File: src/rtl/hamming_pkg.sv
// Shared widths, codeword bit positions, pairing states and the Hamming(7,4) corrector.
package hamming_pkg;

   localparam int unsigned CODE_W = 7;
   localparam int unsigned NIB_W  = 4;
   localparam int unsigned BYTE_W = 8;
   localparam int unsigned SYN_W  = 3;

   // Bit index of each Hamming position inside code_in (position k+1 lives at bit k).
   localparam int unsigned POS_P1 = 0;
   localparam int unsigned POS_P2 = 1;
   localparam int unsigned POS_D1 = 2;
   localparam int unsigned POS_P3 = 3;
   localparam int unsigned POS_D2 = 4;
   localparam int unsigned POS_D3 = 5;
   localparam int unsigned POS_D4 = 6;

   // Nibble pairing FSM states.
   localparam logic ST_LOW  = 1'b0;
   localparam logic ST_HIGH = 1'b1;

   typedef struct packed {
      logic [SYN_W-1:0] syn;
      logic [NIB_W-1:0] nibble;
   } dec_t;

   // Syndrome decode; a nonzero syndrome names the (1-based) position to invert.
   function automatic dec_t hamming74_correct(input logic [CODE_W-1:0] code);
      dec_t              r;
      logic [CODE_W-1:0] fixed;
      r.syn[0] = code[POS_P1] ^ code[POS_D1] ^ code[POS_D2] ^ code[POS_D4];
      r.syn[1] = code[POS_P2] ^ code[POS_D1] ^ code[POS_D3] ^ code[POS_D4];
      r.syn[2] = code[POS_P3] ^ code[POS_D2] ^ code[POS_D3] ^ code[POS_D4];
      fixed    = code;
      if (r.syn != '0) begin
         fixed = code ^ (CODE_W'(1) << (r.syn - SYN_W'(1)));
      end
      r.nibble = {fixed[POS_D4], fixed[POS_D3], fixed[POS_D2], fixed[POS_D1]};
      return r;
   endfunction

endpackage

File: src/rtl/hamming_byte_decoder_if.sv
// Codeword input strobe and valid/ready byte output of the decoder.
interface hamming_byte_decoder_if;
   import hamming_pkg::*;

   logic [CODE_W-1:0] code_in;
   logic              code_valid;
   logic [BYTE_W-1:0] byte_out;
   logic              byte_valid;
   logic              byte_ready;

   modport master (
      output code_in, code_valid, byte_ready,
      input  byte_out, byte_valid
   );

   modport slave (
      input  code_in, code_valid, byte_ready,
      output byte_out, byte_valid
   );
endinterface

File: src/rtl/byte_fifo.sv
// Show-ahead byte FIFO; a push while full only lands when a pop frees the slot in the same cycle.
module byte_fifo
   import hamming_pkg::*;
#(
   parameter int unsigned DEPTH = 4
) (
   input  logic              clk,
   input  logic              rst_n,
   input  logic              ena,
   input  logic              push,
   input  logic [BYTE_W-1:0] din,
   input  logic              pop,
   output logic [BYTE_W-1:0] dout,
   output logic              empty,
   output logic              full
);

   localparam int unsigned PTR_W = (DEPTH > 1) ? $clog2(DEPTH) : 1;
   localparam int unsigned LVL_W = $clog2(DEPTH + 1);

   logic [BYTE_W-1:0] mem [DEPTH];
   logic [PTR_W-1:0]  wr_ptr;
   logic [PTR_W-1:0]  rd_ptr;
   logic [LVL_W-1:0]  count;
   logic              do_push;
   logic              do_pop;

   assign empty   = (count == '0);
   assign full    = (count == LVL_W'(DEPTH));
   assign do_pop  = ena && pop && !empty;
   assign do_push = ena && push && (!full || do_pop);
   assign dout    = empty ? '0 : mem[rd_ptr];

   // Storage array; contents are don't-care until the count covers them.
   always_ff @(posedge clk) begin
      if (do_push) begin
         mem[wr_ptr] <= din;
      end
   end

   // Pointers wrap naturally at the power-of-two depth; count separates full from empty.
   always_ff @(posedge clk or negedge rst_n) begin
      if (!rst_n) begin
         wr_ptr <= '0;
         rd_ptr <= '0;
         count  <= '0;
      end else begin
         if (do_push) wr_ptr <= wr_ptr + PTR_W'(1);
         if (do_pop)  rd_ptr <= rd_ptr + PTR_W'(1);
         case ({do_push, do_pop})
            2'b10:   count <= count + LVL_W'(1);
            2'b01:   count <= count - LVL_W'(1);
            default: count <= count;
         endcase
      end
   end

endmodule

File: src/rtl/hamming_byte_decoder.sv
// Hamming(7,4) corrector, nibble-to-byte pairing and byte FIFO between UART RX and byte consumer.
module hamming_byte_decoder
   import hamming_pkg::*;
#(
   parameter int unsigned FIFO_DEPTH = 4,
   parameter int unsigned CNT_W      = 8
) (
   input  logic                   clk,
   input  logic                   rst_n,
   input  logic                   ena,
   input  logic                   sync_clr,
   hamming_byte_decoder_if.slave  bus,
   output logic [CNT_W-1:0]       corrected_cnt,
   output logic                   overflow,
   output logic                   nibble_phase
);

   dec_t             dec_c;
   logic [NIB_W-1:0] nib_q;
   logic             strobe_q;
   logic [NIB_W-1:0] lo_q;
   logic             state_q;
   logic             state_d;
   logic             push_c;
   logic             lo_load_c;
   logic             pop_c;
   logic             fifo_empty;
   logic             fifo_full;

   assign dec_c        = hamming74_correct(bus.code_in);
   assign pop_c        = bus.byte_ready && !fifo_empty;
   assign nibble_phase = state_q;
   assign bus.byte_valid = !fifo_empty;

   // Stage 1: capture the corrected nibble and a one-cycle strobe.
   always_ff @(posedge clk or negedge rst_n) begin
      if (!rst_n) begin
         nib_q    <= '0;
         strobe_q <= 1'b0;
      end else if (ena) begin
         strobe_q <= bus.code_valid;
         if (bus.code_valid) nib_q <= dec_c.nibble;
      end
   end

   // Saturating count of codewords that needed correction.
   always_ff @(posedge clk or negedge rst_n) begin
      if (!rst_n) begin
         corrected_cnt <= '0;
      end else if (ena && bus.code_valid && (dec_c.syn != '0) && (corrected_cnt != '1)) begin
         corrected_cnt <= corrected_cnt + CNT_W'(1);
      end
   end

   // Pairing FSM state register and held low nibble.
   always_ff @(posedge clk or negedge rst_n) begin
      if (!rst_n) begin
         state_q <= ST_LOW;
         lo_q    <= '0;
      end else if (ena) begin
         state_q <= state_d;
         if (lo_load_c) lo_q <= nib_q;
      end
   end

   // Pairing FSM next state; sync_clr realigns to the low nibble and wins over a strobe.
   always_comb begin
      state_d = state_q;
      if (sync_clr) begin
         state_d = ST_LOW;
      end else if (strobe_q) begin
         state_d = (state_q == ST_LOW) ? ST_HIGH : ST_LOW;
      end
   end

   // Pairing FSM outputs: latch the low nibble or push the completed byte.
   always_comb begin
      push_c    = 1'b0;
      lo_load_c = 1'b0;
      if (!sync_clr && strobe_q) begin
         if (state_q == ST_LOW) lo_load_c = 1'b1;
         else                   push_c    = 1'b1;
      end
   end

   // Sticky drop flag, cleared only by sync_clr or reset.
   always_ff @(posedge clk or negedge rst_n) begin
      if (!rst_n) begin
         overflow <= 1'b0;
      end else if (ena) begin
         if (sync_clr)                               overflow <= 1'b0;
         else if (push_c && fifo_full && !pop_c)     overflow <= 1'b1;
      end
   end

   byte_fifo #(
      .DEPTH (FIFO_DEPTH)
   ) u_fifo (
      .clk   (clk),
      .rst_n (rst_n),
      .ena   (ena),
      .push  (push_c),
      .din   ({nib_q, lo_q}),
      .pop   (bus.byte_ready),
      .dout  (bus.byte_out),
      .empty (fifo_empty),
      .full  (fifo_full)
   );

endmodule

File: src/flat_wrapper.sv
// flat-port wrapper written by rule: the top's interface ports become plain ports
module hamming_byte_decoder_flat import hamming_pkg::*;
#(
   parameter int unsigned FIFO_DEPTH = 4,
   parameter int unsigned CNT_W      = 8
)
  (clk, rst_n, ena, sync_clr, corrected_cnt, overflow, nibble_phase, bus_code_in, bus_code_valid, bus_byte_ready, bus_byte_out, bus_byte_valid);
  hamming_byte_decoder_if bus_i ();
  input  logic clk;
  input  logic rst_n;
  input  logic ena;
  input  logic sync_clr;
  output logic [CNT_W-1:0] corrected_cnt;
  output logic overflow;
  output logic nibble_phase;
  input wire logic [$bits(bus_i.code_in)-1:0] bus_code_in;
  input wire logic [$bits(bus_i.code_valid)-1:0] bus_code_valid;
  input wire logic [$bits(bus_i.byte_ready)-1:0] bus_byte_ready;
  output wire logic [$bits(bus_i.byte_out)-1:0] bus_byte_out;
  output wire logic [$bits(bus_i.byte_valid)-1:0] bus_byte_valid;
  assign bus_i.code_in = bus_code_in;
  assign bus_i.code_valid = bus_code_valid;
  assign bus_i.byte_ready = bus_byte_ready;
  assign bus_byte_out = bus_i.byte_out;
  assign bus_byte_valid = bus_i.byte_valid;
  hamming_byte_decoder #(.FIFO_DEPTH(FIFO_DEPTH), .CNT_W(CNT_W)) u_core (.clk(clk), .rst_n(rst_n), .ena(ena), .sync_clr(sync_clr), .bus(bus_i), .corrected_cnt(corrected_cnt), .overflow(overflow), .nibble_phase(nibble_phase));
endmodule
File: config.mk
export PLATFORM = sky130hd
export DESIGN_NAME = hamming_byte_decoder_flat
export DESIGN_NICKNAME = d
export VERILOG_FILES = /design/src/rtl/hamming_pkg.sv /design/src/rtl/hamming_byte_decoder_if.sv /design/src/rtl/byte_fifo.sv /design/src/rtl/hamming_byte_decoder.sv /design/src/flat_wrapper.sv
export SDC_FILE = /design/constraint.sdc
export NUM_CORES = 1
export LEC_CHECK = 0
export ABC_AREA = 1
export CAP_MARGIN = 20
export CORE_MARGIN = 8
export CORE_UTILIZATION = 30
export DETAILED_ROUTE_END_ITERATION = 6
export HOLD_SLACK_MARGIN = 0.02
export PLACE_DENSITY = 0.5
export SYNTH_ARGS = -nofsm -noshare
export SYNTH_HDL_FRONTEND = slang
export SYNTH_SLANG_ARGS = --single-unit
export TNS_END_PERCENT = 50
File: constraint.sdc
create_clock -name clk -period 1.5 [get_ports clk]
set_input_delay 0.3 -clock clk [delete_from_list [all_inputs] [get_ports clk]]
set_output_delay 0.3 -clock clk [all_outputs]
set_load 0.05 [all_outputs]
# Yosys cells after proc, flatten, opt, wreduce, memory -nomap -nowiden
# Memory sizes are Yosys's and may differ from the RTL's.
# Cells that the tools add are included.
# word_totals
register_bits	26
ram_bits	32
in_bits	13
output_inout_bits	19
word_cells	69
memories	1
# op_classes
addsub	6
eq_ne	4
shift	1
n_mux	13
n_bitwise	10
n_reduce_logical	25
# memory_table
name	words	width	read_ports	rd_clocked_by_memory_dff	write_ports	line	rtl
u_core.u_fifo.mem	4	8	1	0	1	byte_fifo.sv:21	logic [BYTE_W-1:0] mem [DEPTH];
# ops
cell	n
1-bit logical AND	11
1-bit 2-to-1 mux	10
1-bit XOR	9
8-bit by 1-bit adder with 8-bit output, second input constant	1
8-bit 2-to-1 mux	1
8-bit != test, second input constant	1
2-bit AND reduction	4
7-bit 2-to-1 mux	1
1-bit by 3-bit left shift with 7-bit output, first input constant	1
7-bit XOR	1
3-bit one-hot mux with 2 select lines	1
2-bit nonzero test	3
3-bit by 1-bit subtractor with 3-bit output, second input constant	2
2-bit by 1-bit adder with 2-bit output, second input constant	2
1-bit zero test	4
3-bit by 1-bit adder with 3-bit output, second input constant	1
3-bit equality test, second input constant	1
3-bit zero test	1
3-bit nonzero test	1
2-bit by 1-bit equality test with 1-bit output, second input constant	1
2-bit equality test, second input constant	1
1-bit logical OR	1

# Logic depth before layout (Yosys ltp)
# Gate-level depths: netlist of the first run.
# logic_depth
depth_word	7
depth_mapped	14
mapped_depth_nobuf	14

# By module
# From an unflattened synthesis of the first run, not the netlist that was laid out.
# hier_totals
hier_cells	307
area_unflattened_um2	2910.3
# by_module_without_submodules
module	n_inst	cells_per_inst	area_each_um2
byte_fifo	1	153	1710.4
hamming_byte_decoder	1	154	1199.9

# Worst setup path after synthesis of the first run
# Ideal clock, no wire load.
# synth_timing
kind	reg-to-output
from	reg u_core.u_fifo.rd_ptr[0]
to	out bus_byte_out[5]
arrival_time_ns	1.708
path_slack_ns	-0.508
stages_incl_launch_ff	6
path_buffers	2
cell_sequence	dfrtp_1 > buf_2 > inv_2 > clkbuf_1 > o21ai_0 > a21oi_1
# synth_between
elab_chain_len	2
# synth_rtl
element	line	rtl
from (decl)	byte_fifo.sv:23	logic [PTR_W-1:0] rd_ptr;
from (signal assigned)	byte_fifo.sv:49	if (do_pop) rd_ptr <= rd_ptr + PTR_W'(1);
memory read 4 x 8 bit	n/a	
8-bit 2-to-1 mux	byte_fifo.sv:32	assign dout = empty ? '0 : mem[rd_ptr];
to (decl)	flat_wrapper.sv:19	output wire logic [$bits(bus_i.byte_out)-1:0] bus_byte_out;
# Every way passes these cells.

# Worst setup path in the final report of the first run
# layout_timing
from	reg u_core.u_fifo.rd_ptr[0]
to	out bus_byte_out[3]
# The elaborated chain is that of the path after synthesis.

==> results of run 1 <==
state kept, by name, summed over array words and instances (netlist names):
name / flops
u_core.corrected_cnt: 8
u_core.lo_q: 4
u_core.nib_q: 4
u_core.nibble_phase: 1
u_core.overflow: 1
u_core.strobe_q: 1
u_core.u_fifo.count: 3
u_core.u_fifo.mem: 32
u_core.u_fifo.rd_ptr: 2
u_core.u_fifo.wr_ptr: 2
power by group:
group | internal (mW) | switching (mW) | leakage [nW]
registers | 2.00 | 0.237 | 0.610
logic | 2.11 | 2.66 | 1.21
clock network | 0.776 | 0.659 | 0.0956
synth_stat cells, drive strengths merged:
library cell,n
a21oi,12
nand2,69
fa,1
inv,34
xor2,8
xnor2,3
dfrtp,26
ha,6
clkbuf,1
o21ai,23
edfxtp,32
o21a,1
nand3b,1
mux2,4
nor3,2
nand4,5
buf,3
nand3,15
nor2,51
area by class of cell:
class,instances,area (sq um),share of cell area (%)
Inverter,34,149,3.33
Multi-Input combinational cell,201,1400,31.3
Timing Repair Buffer,90,971,21.7
Sequential cell,58,1610,36.0
Clock buffer,9,124,2.77
Tap cell,111,139,3.10
Clock inverter,7,80.1,1.79
metal layers:
layer | global-route usage [%] | part of all wire (%) | up-vias
met2 | 17.9 | 50 | 27
met5 | 0 | 0 | -
met3 | 2.88 | 3.2 | 10
met4 | 6.04 | 2.0 | 0
met1 | 11.9 | 44 | 1075
li1 | - | - | 1171
repair_timing:
action                                  in CTS  in global routing
cloned                                       1                  0
endpoints found under the setup margin      55                 55
buffers inserted                             7                  7
gates resized for setup                     73                 54
pin swaps                                   22                 30
worst register-to-register path, stage by stage (launching register included):
cell and delay [ns]:
dfrtp_1 0.36, inv_2 0.06, nand3_4 0.08, buf_6 0.11, nand3_4 0.08, inv_4 0.09, o21ai_4 0.06, fa_2 0.37
nand2_2 0.08, nand2_1 0.05, nand2_1 0.06, nand2_1 0.04
through the flow:
step           power, mW  TNS, ns
6_report            8.44    -3.47
5_1_grt             8.93    -5.71
4_1_cts             8.27    -4.56
3_5_place_dp        6.50   -25.54
3_3_place_gp        6.47   -24.89
2_1_floorplan       4.67    -4.00
cells by family after synthesis:
kind of cell,Yosys count
AO/OA/AOI/OAI,36
buffers and inverters,38
multiplexers,4
AND/OR/NAND/NOR,143
flip-flops,58
adder cells (fa/ha/maj),7
XOR/XNOR,11
cell usage in the layout (no fill, tap or decap), types with 3 or more instances in the layout:
| master | instances |
|---|---|
| a21oi_1 | 3 |
| a21oi_4 | 8 |
| buf_12 | 18 |
| buf_4 | 45 |
| buf_6 | 16 |
| clkbuf_2 | 3 |
| clkbuf_8 | 9 |
| clkdlybuf4s50_1 | 4 |
| clkinv_4 | 4 |
| clkinvlp_4 | 3 |
| dfrtp_1 | 25 |
| edfxtp_1 | 32 |
| ha_1 | 6 |
| inv_1 | 20 |
| inv_2 | 9 |
| mux2_2 | 4 |
| nand2_1 | 57 |
| nand2_2 | 9 |
| nand2_4 | 3 |
| nand3_1 | 10 |
| nand3_2 | 3 |
| nand4_1 | 5 |
| nor2_1 | 26 |
| nor2_2 | 16 |
| nor2_4 | 9 |
| o21ai_0 | 3 |
| o21ai_2 | 13 |
| o21ai_4 | 5 |
| xor2_1 | 8 |
worst paths after layout:
| path | startpoint | cells after the start | slack [ns] | endpoint |
|---|---|---|---|---|
| worst min-delay path | rst_n | 2 | 0.31 | u_core.overflow$_DFFE_PN0P_ |
| min in group clk | bus_code_in[4] | 5 | 0.41 | u_core.nib_q[1]$_DFFE_PN0P_ |
| worst min register to register | u_core.lo_q[2]$_DFFE_PN0P_ | 0 | 0.54 | u_core.u_fifo.mem[0][2]$_DFFE_PP_ |
| max in group asynchronous | rst_n | 2 | 1.02 | u_core.lo_q[1]$_DFFE_PN0P_ |
| worst max-delay path | u_core.u_fifo.rd_ptr[0]$_DFFE_PN0P_ | 7 | -0.33 | bus_byte_out[3] |
| worst max register to register | u_core.u_fifo.count[0]$_DFFE_PN0P_ | 11 | -0.05 | u_core.u_fifo.count[2]$_DFFE_PN0P_ |
==> impl_metrics.env, run 1 <==
export IMPL_slew_headroom_pct=76.8
export IMPL_io_buffers=31
export IMPL_io_pins=32
export IMPL_outcome="finished, violations left"
export IMPL_worstSetupPathType="flop to output pin"
export IMPL_tightest_slew_ns=0.348
export IMPL_cts_sinks=58
export IMPL_layout_drive_gt1_share_pct=47.9
export IMPL_die_y_microns=113
export IMPL_grt_max_degree=27
export IMPL_slowest_delay_ns=0.42
export IMPL_die_w_microns=113
export IMPL_synthMuxAreaShare_pct=1.59
export IMPL_fill_cells=867
export IMPL_holdCritPathClass="input port to async pin"
export IMPL_cts_made_buffers=9
export IMPL_drcViolationCount=0
export IMPL_syn_cell_area_sq_um=2840
export IMPL_fp_coreArea_sq_um=9200
export IMPL_grt_pass1_vias=2315
export IMPL_syn_avg_cell_area_sq_um=9.56
export IMPL_ys_top_cells_by_area="edfxtp_1, dfrtp_1, nand2_1"
export IMPL_clkLatencyLatePin_ns=0.34
export IMPL_start_kind="flop"
export IMPL_drt_initial_drc_count=50
export IMPL_synth_top_family_by_area="simple AND/OR/NAND/NOR gates"
export IMPL_rsz0062_at_grt="true"
export IMPL_skew_ns=0.00946
export IMPL_dp_slack_ns=-0.732
export IMPL_hold_violations=0
export IMPL_period_share_pct=122
export IMPL_rows=35
export IMPL_h_tree_depth=3
export IMPL_grt_total_usage_pct=10.6
export IMPL_cp_cell_sequence="buf_12 > buf_6 > nor2_2 > nor2_1 > o21ai_2 > a21oi_4 > buf_6"
export IMPL_fin_ws_ns=-0.329
export IMPL_synthAdderAreaFrac_pct=3.35
export IMPL_crit_family="buffers and inverters"
export IMPL_synth_cell_types=30
export IMPL_wl_per_cell_microns=12.3
export IMPL_clk_pin_slew_ns=0.07
export IMPL_finalNonFillerCells=510
export IMPL_start_util_pct=30.9
export IMPL_hold_buffers=0
export IMPL_setup_viol=35
export IMPL_cp_num_buf_inv=3
export IMPL_grt_pass1_wl_mm=10.8
export IMPL_cts_tree="yes"
export IMPL_grt_remaining_overflow=0
export IMPL_clk_path_buf_depth=2
export IMPL_grt_antenna_before_repair=0
export IMPL_ys_ff_latch=58
export IMPL_final_util_pct=48.7
export IMPL_seq_area_frac_synth_pct=56.8
export IMPL_ir_drop_uv=934
export IMPL_stdcell_area_sq_um=4480
export IMPL_synth_top_area_share_pct=33.8
export IMPL_worstSetupEndpointType="output pin"
export IMPL_yosys_warnings=0
export IMPL_gp_congestion=0.730
export IMPL_synth_compound_area_share_pct=6.96
export IMPL_critical_path_required_ns=1.20
export IMPL_hold_ws_ns=0.313
export IMPL_synthToLayoutAreaGrowth_pct=57.6
export IMPL_dp_hpwl_mm=4.42
export IMPL_synthCells=297
export IMPL_clockRootBuffer="clkbuf_8"
export IMPL_crit_top_cell="buf_6"
export IMPL_dp_cells=497
export IMPL_critical_path_slowest_cell="dfrtp_1"
export IMPL_drv_cap=0
export IMPL_arrival_ns=1.53
export IMPL_nNetsFinal=414
export IMPL_synth_top_cell_by_area="edfxtp_1"
export IMPL_power_leakage_nw=1.91
export IMPL_drv_slew=0
export IMPL_via_per_inst=4.48
export IMPL_synth_xor_area_share_pct=3.39
export IMPL_vias=2283
export IMPL_antenna_cells=0
export IMPL_fmax_mhz=547
export IMPL_dpl_cell_area_sq_um=4030
export IMPL_dr_pass1_iters=4
export IMPL_die_area_sq_um=12800
export IMPL_synthSimpleGateAreaFrac_pct=22.6
export IMPL_ant_nets=0
export IMPL_synth_fp_nets=317
export IMPL_cp_max_fo=7
export IMPL_drt_total_wl_mm=6.28
export IMPL_power_density_nw_per_um2=1890
export IMPL_violations="setup timing"
export IMPL_layout_min_cycle_time_ns=1.83
No activity file was read; power rests on OpenSTA's default activity.
==> run 2, diff against run 1 <==
--- a/config.mk
+++ b/config.mk
@@ -6,7 +6,6 @@
 export NUM_CORES = 1
 export LEC_CHECK = 0
 export ABC_AREA = 1
-export CAP_MARGIN = 20
 export CORE_MARGIN = 8
 export CORE_UTILIZATION = 30
 export DETAILED_ROUTE_END_ITERATION = 6
==> results of run 2 <==
The final DEF is identical to that of run 1; final timing and power are the same.
==> run 3, diff against run 2 <==
--- a/config.mk
+++ b/config.mk
@@ -6,11 +6,12 @@
 export NUM_CORES = 1
 export LEC_CHECK = 0
 export ABC_AREA = 1
-export CORE_MARGIN = 8
+export CAP_MARGIN = 20
 export CORE_UTILIZATION = 30
 export DETAILED_ROUTE_END_ITERATION = 6
 export HOLD_SLACK_MARGIN = 0.02
 export PLACE_DENSITY = 0.5
+export SLEW_MARGIN = 20
 export SYNTH_ARGS = -nofsm -noshare
 export SYNTH_HDL_FRONTEND = slang
 export SYNTH_SLANG_ARGS = --single-unit
==> run 3 against run 2 <==
  * The flow finishes with violations (DRC, setup timing)
  * Power decreased by 1.1%
  * Critical path depth is 1 lower
  * Via count shrank 2.1%
  * Non-clock buffer count down 1
  * Combinational power down 8.0%
  * Register-to-register slack worse by 0.03 ns
  * Worst hold slack worse by 0.0048 ns
  * Clock power rose by 19%
  * Die area is 23% lower
  * Sequential power about the same
  * Critical endpoint is now bus_byte_out[5]
==> impl_metrics.env, run 3 (synthesis gave the netlist of run 1 again) <==
export IMPL_power_leakage_nw=1.89
export IMPL_tightest_slew_ns=0.306
export IMPL_layout_common_cells="nand2_1, buf_4, nor2_1"
export IMPL_io_buffers=31
export IMPL_hold_violations=0
export IMPL_ir_drop_uv=1370
export IMPL_top_register="u_core.u_fifo.mem"
export IMPL_grt_total_usage_pct=13.3
export IMPL_grt_remaining_overflow=0
export IMPL_ant_nets=0
export IMPL_finalNonFillerCells=508
export IMPL_start_kind="flop"
export IMPL_synthToLayoutAreaGrowth_pct=53.3
export IMPL_period_share_pct=123
export IMPL_dp_cells=482
export IMPL_wl_met3_microns=218
export IMPL_drv_slew=0
export IMPL_cts_tree="yes"
export IMPL_dr_pass1_iters=6
export IMPL_setup_viol=36
export IMPL_power_density_nw_per_um2=1920
export IMPL_outcome="finished, violations left"
export IMPL_via_per_inst=4.40
export IMPL_grt_antenna_before_repair=0
export IMPL_fp_coreArea_sq_um=9200
export IMPL_arrival_ns=1.55
export IMPL_h_tree_depth=3
export IMPL_top_layer="met4"
export IMPL_clk_pin_slew_ns=0.07
export IMPL_worstSetupEndpointType="output pin"
export IMPL_cts_sinks=58
export IMPL_drcViolationCount=2
export IMPL_slew_headroom_pct=79.4
export IMPL_fin_ws_ns=-0.349
export IMPL_wl_per_cell_microns=11.7
export IMPL_nNetsFinal=413
export IMPL_cts_made_buffers=9
export IMPL_drt_initial_drc_count=96
export IMPL_clkLatencyLatePin_ns=0.33
export IMPL_rrSetupSlack_ns=-0.08
export IMPL_fmax_mhz=541
export IMPL_antenna_cells=0
export IMPL_hold_buffers=0
export IMPL_skew_ns=0.00930
export IMPL_layout_drive_gt1_share_pct=43.1
export IMPL_drt_total_wl_mm=5.96
export IMPL_clk_path_buf_depth=2
export IMPL_violations="DRC, setup timing"
export IMPL_tns_ns=-4.09
export IMPL_die_y_microns=99.3
export IMPL_largest_reg_flops=32
export IMPL_grt_pass1_wl_mm=10.2
export IMPL_final_common_cell="nand2_1"
export IMPL_dp_hpwl_mm=4.19
export IMPL_start_util_pct=30.9
export IMPL_rows=35
export IMPL_io_pins=32
export IMPL_rsz0062_at_grt="true"
export IMPL_layout_min_cycle_time_ns=1.85
export IMPL_gp_congestion=0.723
export IMPL_wl_met2_mm=2.93
export IMPL_grt_max_degree=27
export IMPL_critical_path_required_ns=1.20
export IMPL_worstSetupPathType="flop to output pin"
export IMPL_wl_met1_mm=2.77
export IMPL_drv_cap=0
export IMPL_clockRootBuffer="clkbuf_8"
export IMPL_holdCritPathClass="input port to async pin"
export IMPL_die_w_microns=99.3
export IMPL_vias=2236
export IMPL_grt_pass1_vias=2184
export IMPL_cp_max_fo=8
export IMPL_die_area_sq_um=9860
export IMPL_reg_top3="u_core.u_fifo.mem (32), u_core.corrected_cnt (8)"
## run 3: path summary, 6_finish.rpt
kind,from,end,cells after the start
min,rst_n,u_core.u_fifo.count[2]$_DFFE_PN0P_,2
max reg2reg,u_core.u_fifo.count[2]$_DFFE_PN0P_,u_core.u_fifo.count[2]$_DFFE_PN0P_,11
min reg2reg,u_core.lo_q[3]$_DFFE_PN0P_,u_core.u_fifo.mem[0][3]$_DFFE_PP_,0
max in group asynchronous,rst_n,u_core.nibble_phase$_DFFE_PN0P_,2
max,u_core.u_fifo.rd_ptr[0]$_DFFE_PN0P_,bus_byte_out[5],6
min in group clk,bus_code_in[5],u_core.nib_q[2]$_DFFE_PN0P_,5
## run 3: where the power goes
part | leakage (nW) | internal, mW | total (mW) | switching, mW
clock network | 0.113 | 1.08 | 1.70 | 0.611
logic | 1.17 | 1.93 | 4.38 | 2.46
registers | 0.609 | 2.00 | 2.27 | 0.261
## run 3: area by class of cell
cell class	count	area [sq um]
clock buffer	9	124
multi-input combinational	201	1310
inverter	34	144
fill	862	4840
sequential	58	1610
clock inverter	6	106
tap	111	139
timing repair buffer	89	920
## run 3: through the flow
stage	hold WS (ns)	cell area [sq um]	utilization, %	setup WS [ns]	total power, mW
finish	0.309	4350	47.3	-0.349	8.35
global route	0.314	4350	47.3	-0.409	8.82
CTS	0.310	4240	46.1	-0.336	8.20
detailed placement	0.489	3890	42.3	-0.714	6.19
global placement	0.490	3890	42.3	-0.665	6.14
floorplan	0.00441	2980	-	-0.179	4.67
## run 3: per-layer routing
layer | track usage (%) | vias to the layer above
li1 | - | 1166
met1 | 17.0 | 1029
met2 | 21.7 | 35
met3 | 3.79 | 6
met4 | 4.75 | 0
met5 | 0 | -
## run 3: worst max-delay path: stages (launching register included)
cell     delay, ns
dfrtp_2       0.46
buf_8         0.17
nor2_1        0.05
nor2_1        0.09
o21ai_1       0.11
a21oi_4       0.16
buf_6         0.17
## run 3: timing repair
item,CTS,global route
setup endpoints to repair,55,57
pin swaps,10,26
gates resized for setup,47,47
setup buffers,6,5
